`src/rtl/storeunit.sv`:
```
// Store data-path and single-beat bus master for sb/sh/sw/swl/swr.
// swl/swr lane mapping is built only when STORE_UNALIGNED_EN is defined.
module storeunit (
    input  logic        clk,
    input  logic        rst_n,
    input  logic        start,
    input  logic [5:0]  opcode,
    input  logic [31:0] addr,
    input  logic [31:0] storedata,
    output logic        busy,
    output logic        done,
    output logic        fault,
    output logic [31:0] mem_address,
    output logic        mem_write,
    output logic [3:0]  mem_byteenable,
    output logic [31:0] mem_writedata,
    input  logic        mem_waitrequest
);

    localparam logic [5:0] OP_SB  = 6'b101000;
    localparam logic [5:0] OP_SH  = 6'b101001;
    localparam logic [5:0] OP_SW  = 6'b101011;
    localparam logic [5:0] OP_SWL = 6'b101010;
    localparam logic [5:0] OP_SWR = 6'b101110;

    typedef enum logic [1:0] {
        IDLE,
        WRITE,
        DONE,
        FAULT
    } state_t;

    state_t      state;
    logic [1:0]  off;
    logic        ok;
    logic [3:0]  be;
    logic [31:0] wd;

    assign off = addr[1:0];

    always_comb begin
        ok = 1'b0;
        be = '0;
        wd = '0;
        unique case (1'b1)
            (opcode == OP_SB): begin
                ok = 1'b1;
                be = 4'b0001 << off;
                wd = {24'b0, storedata[7:0]} << {off, 3'b000};
            end
            (opcode == OP_SH): begin
                ok = ~off[0];
                be = off[1] ? 4'b1100 : 4'b0011;
                wd = off[1] ? {storedata[15:0], 16'b0}
                            : {16'b0, storedata[15:0]};
            end
            (opcode == OP_SW): begin
                ok = (off == 2'b00);
                be = 4'b1111;
                wd = storedata;
            end
`ifdef STORE_UNALIGNED_EN
            // swl fills lanes 0..off from the top of rt; swr fills off..3 from the bottom
            (opcode == OP_SWL): begin
                ok = 1'b1;
                be = 4'b1111 >> (~off);
                wd = storedata >> {~off, 3'b000};
            end
            (opcode == OP_SWR): begin
                ok = 1'b1;
                be = 4'b1111 << off;
                wd = storedata << {off, 3'b000};
            end
`else
            (opcode == OP_SWL), (opcode == OP_SWR): begin
                ok = 1'b0;
            end
`endif
            default: begin
                ok = 1'b0;
            end
        endcase
    end

    always_ff @(posedge clk or negedge rst_n) begin
        if (!rst_n) begin
            state          <= IDLE;
            busy           <= 1'b0;
            done           <= 1'b0;
            fault          <= 1'b0;
            mem_write      <= 1'b0;
            mem_address    <= '0;
            mem_byteenable <= '0;
            mem_writedata  <= '0;
        end else begin
            done  <= 1'b0;
            fault <= 1'b0;
            case (state)
                IDLE: begin
                    if (start) begin
                        if (ok) begin
                            state          <= WRITE;
                            busy           <= 1'b1;
                            mem_write      <= 1'b1;
                            mem_address    <= {addr[31:2], 2'b00};
                            mem_byteenable <= be;
                            mem_writedata  <= wd;
                        end else begin
                            state <= FAULT;
                            fault <= 1'b1;
                        end
                    end
                end
                WRITE: begin
                    if (!mem_waitrequest) begin
                        state          <= DONE;
                        done           <= 1'b1;
                        busy           <= 1'b0;
                        mem_write      <= 1'b0;
                        mem_address    <= '0;
                        mem_byteenable <= '0;
                        mem_writedata  <= '0;
                    end
                end
                DONE:    state <= IDLE;
                FAULT:   state <= IDLE;
                default: state <= IDLE;
            endcase
        end
    end

endmodule

```
`config.mk`:
```
export PLATFORM = sky130hd
export DESIGN_NAME = storeunit
export DESIGN_NICKNAME = d
export VERILOG_FILES = /design/src/rtl/storeunit.sv
export SDC_FILE = /design/constraint.sdc
export NUM_CORES = 1
export LEC_CHECK = 0
export CAP_MARGIN = 10
export CORE_ASPECT_RATIO = 0.7
export CORE_MARGIN = 4
export CORE_UTILIZATION = 42
export CTS_BUF_LIST = sky130_fd_sc_hd__clkbuf_8 sky130_fd_sc_hd__clkbuf_16
export CTS_CLUSTER_DIAMETER = 30
export CTS_CLUSTER_SIZE = 40
export DETAILED_ROUTE_END_ITERATION = 8
export HOLD_SLACK_MARGIN = 0.03
export PLACE_DENSITY = 0.8
export SLEW_MARGIN = 20
export SYNTH_ARGS = -nofsm -noshare
export SYNTH_HDL_FRONTEND = slang
export SYNTH_SLANG_ARGS = --single-unit
```
`constraint.sdc`:
```
create_clock -name clk -period 2.4 [get_ports clk]
set_clock_uncertainty 0.1 [all_clocks]
set_input_delay 0.48 -clock clk [delete_from_list [all_inputs] [get_ports clk]]
set_output_delay 0.48 -clock clk [all_outputs]
set_load 0.005 [all_outputs]
```
==> reports/qor.yml <==
logic_synthesis:
  synthTopCellsByArea: "dfrtp_1 (54%), a21bo_1 (6.0%), nand4_1 (5.7%)"
  yosysUniqueCellTypes: 30
  ys_seq_area_frac: 0.537
  yosys_warnings: 0
  synth_top_area_cell: "dfrtp_1"
  syn_area_um2: 3310
  synth-seq-cells: 71
  synth_top_area_frac: 0.537
  synth_cells: 278
  syn-mean-instance-area_um2: 11.9
sta:
  max_slew_margin: 0.616
  final-setup-viol-count: 0
  rsz0062_at_grt: "false"
  fin_crit_sh: 0.898
  whs_ns: 0.0302
  fmax_ghz: 0.464
  tns_ns: 0
  tightest_slew_ns: 0.573
  final_max_slew_viol_count: 0
  finalHoldViolCount: 0
  period_minus_slack_ns: 2.16
global_routing:
  gr-max-usage-layer: "met2"
  antenna_found_initial: 0
  use_met1: 0.329
  grt_max_degree: 41
  grtUsageMet3: 0.0539
  grt_pass1_wl_mm: 16.3
  use_met2: 0.343
  grt_pass1_vias: 3018
  overflow: 0
  grt_use_total: 0.226
power_and_ir_drop:
  p_per_area_nw_per_um2: 611
  ir_drop_uv: 341
  leakage_nw: 2.42
die:
  chipWidth_um: 114
  die-area_um2: 9390
  core-area_um2: 7480
  fp-row-count: 26
  ios: 146
  initial_utilization: 0.442
  dieHeight_um: 82.3
clock_tree:
  cts_setup_buffers: 0
  clkSinkCount: 71
  htreeDepth: 3
  cts_tree: "built"
  clk_path_buf_depth: 2
  cts.clk_slew.worst_paths_ns: 0.06
  clkLatencyLatePin_ns: 0.33
  cts_buffers: 9
  cts_root_buf: "clkbuf_16"
run_status:
  status: "finished, final reports clean"
routing:
  drtIter0Drc: 218
  firstDrtPassIters: 4
  ant_nets: 0
  wire_per_inst_um: 19.5
  via_per_inst: 5.46
  vias: 2890
  route.detailed.drc: 0
  routed_wl_mm: 10.3
finish:
  layout_common_cells: "clkdlybuf4s50_1 (142), dfrtp_1 (71), nand4_1 (30)"
  nets: 501
  final_common_cell: "clkdlybuf4s50_1"
  stdcell_area_um2: 5210
  final_util: 0.697
  area_growth_pct: 57.5
  drive_above_1_share: 0.125
  diodes: 0
critical_path:
  max_stage_delay_ns: 0.39
  path_buf_inv: 2
  worstSetupStartpointType: "input pin"
  critPathRequiredTime_ns: 2.50
  cp_top_family: "buffers and inverters"
  crit_path_end_kind: "flop"
  path_class: "input pin to flop"
  slowest_stage: "clkdlybuf4s50_1"
  path_cells: "clkdlybuf4s50_1, nand4bb_1, a221oi_4, a21oi_4, buf_12, mux2_1"
  arrival_ns: 2.26
  worstPathMaxFanout: 23
placed_design:
  hpwl_mm: 7.58
  io_buffers: 143
  placed_cell_area_um2: 4940
  gp_congestion: 0.853
flow_run:
  max_cap_violations: 0
min_path:
  holdCritPathClass: "input pin to async pin"
-- Yosys cell counts --
cell / n
a21bo_2: 10
mux2_1: 12
buf_4: 3
a21oi_1: 2
clkbuf_1: 13
or3b_2: 1
nand2b_1: 5
o21ba_2: 1
buf_2: 9
nand2_1: 11
dfrtp_1: 71
buf_1: 1
nor3_1: 4
nor4_2: 2
a21oi_2: 1
o2bb2ai_1: 16
a22o_1: 16
o21ai_0: 1
a21bo_1: 20
nor2b_1: 4
mux2i_1: 9
nor3b_1: 1
nor2_1: 5
inv_1: 9
nand4_1: 30
and2_1: 2
conb_1: 1
a22oi_1: 16
nand4bb_1: 1
a221oi_4: 1
-- metal layers --
metal / up-vias / wire length, um
met5: - / 0
met4: 0 / 112
met3: 10 / 600
met2: 103 / 4720
met1: 1432 / 4860
li1: 1345 / -
-- what timing repair did --
action,in CTS,in global routing
setup endpoints to repair,0,1
resized for setup,0,1
hold buffers,0,0
-- layout make-up --
type / instances / area, um^2
Tap cell: 98 / 123
Sequential cell: 71 / 1780
Fill cell: 553 / 2270
Multi-Input combinational cell: 173 / 1400
Clock buffer: 9 / 225
Clock inverter: 6 / 38.8
Timing Repair Buffer: 163 / 1620
Inverter: 9 / 33.8
-- power by group --
| part | switching [mW] | internal [mW] |
|---|---|---|
| Sequential | 0.0528 | 1.27 |
| Clock | 0.498 | 0.689 |
| Combinational | 0.327 | 0.351 |
| Total | 0.878 | 2.31 |
-- path summary, 6_finish.rpt --
path	from	to	slack [ns]	depth (start not counted)
worst max-delay path	opcode[4]	mem_writedata[16]	0.24	6
worst min-delay path	rst_n	mem_writedata[15]	0.03	1
worst max register to register	state[0]	mem_writedata[16]	0.56	5
worst min register to register	mem_address[23]	mem_address[23]	0.38	1
max in group asynchronous	rst_n	mem_writedata[26]	1.61	2
min in group clk	mem_address[23]	mem_address[23]	0.38	1
-- registers in the layout (all words and copies together), names as in the netlist --
name / flops
mem_writedata: 32
mem_address: 30
mem_byteenable: 4
state: 2
done: 1
fault: 1
mem_write: 1
-- logic make-up after synthesis --
logic type / count (synthesis) / share of synthesized area
compound gates: 84 / 0.230
flops: 71 / 0.537
simple gates: 66 / 0.118
buf+inv: 35 / 0.0465
mux: 21 / 0.0681
other cells: 1 / 0.00113
-- metrics by stage --
stage                     worst slack, ns  cells  total power, mW
final                               0.244    529             3.19
after global routing                0.130    529             3.33
after CTS                           0.158    529             3.22
after detailed placement           -0.172    514             2.02
after global placement            -0.0778    514             2.01
after floorplan                     0.464    279             1.61
-- worst register-to-register path: stages, from the launching register on --
cell	delay, ns
dfrtp_1	0.45
nor2b_1	0.38
nor4_2	0.09
buf_4	0.18
a22o_1	0.22
mux2_1	0.29
(Power assumes the default switching activity.)
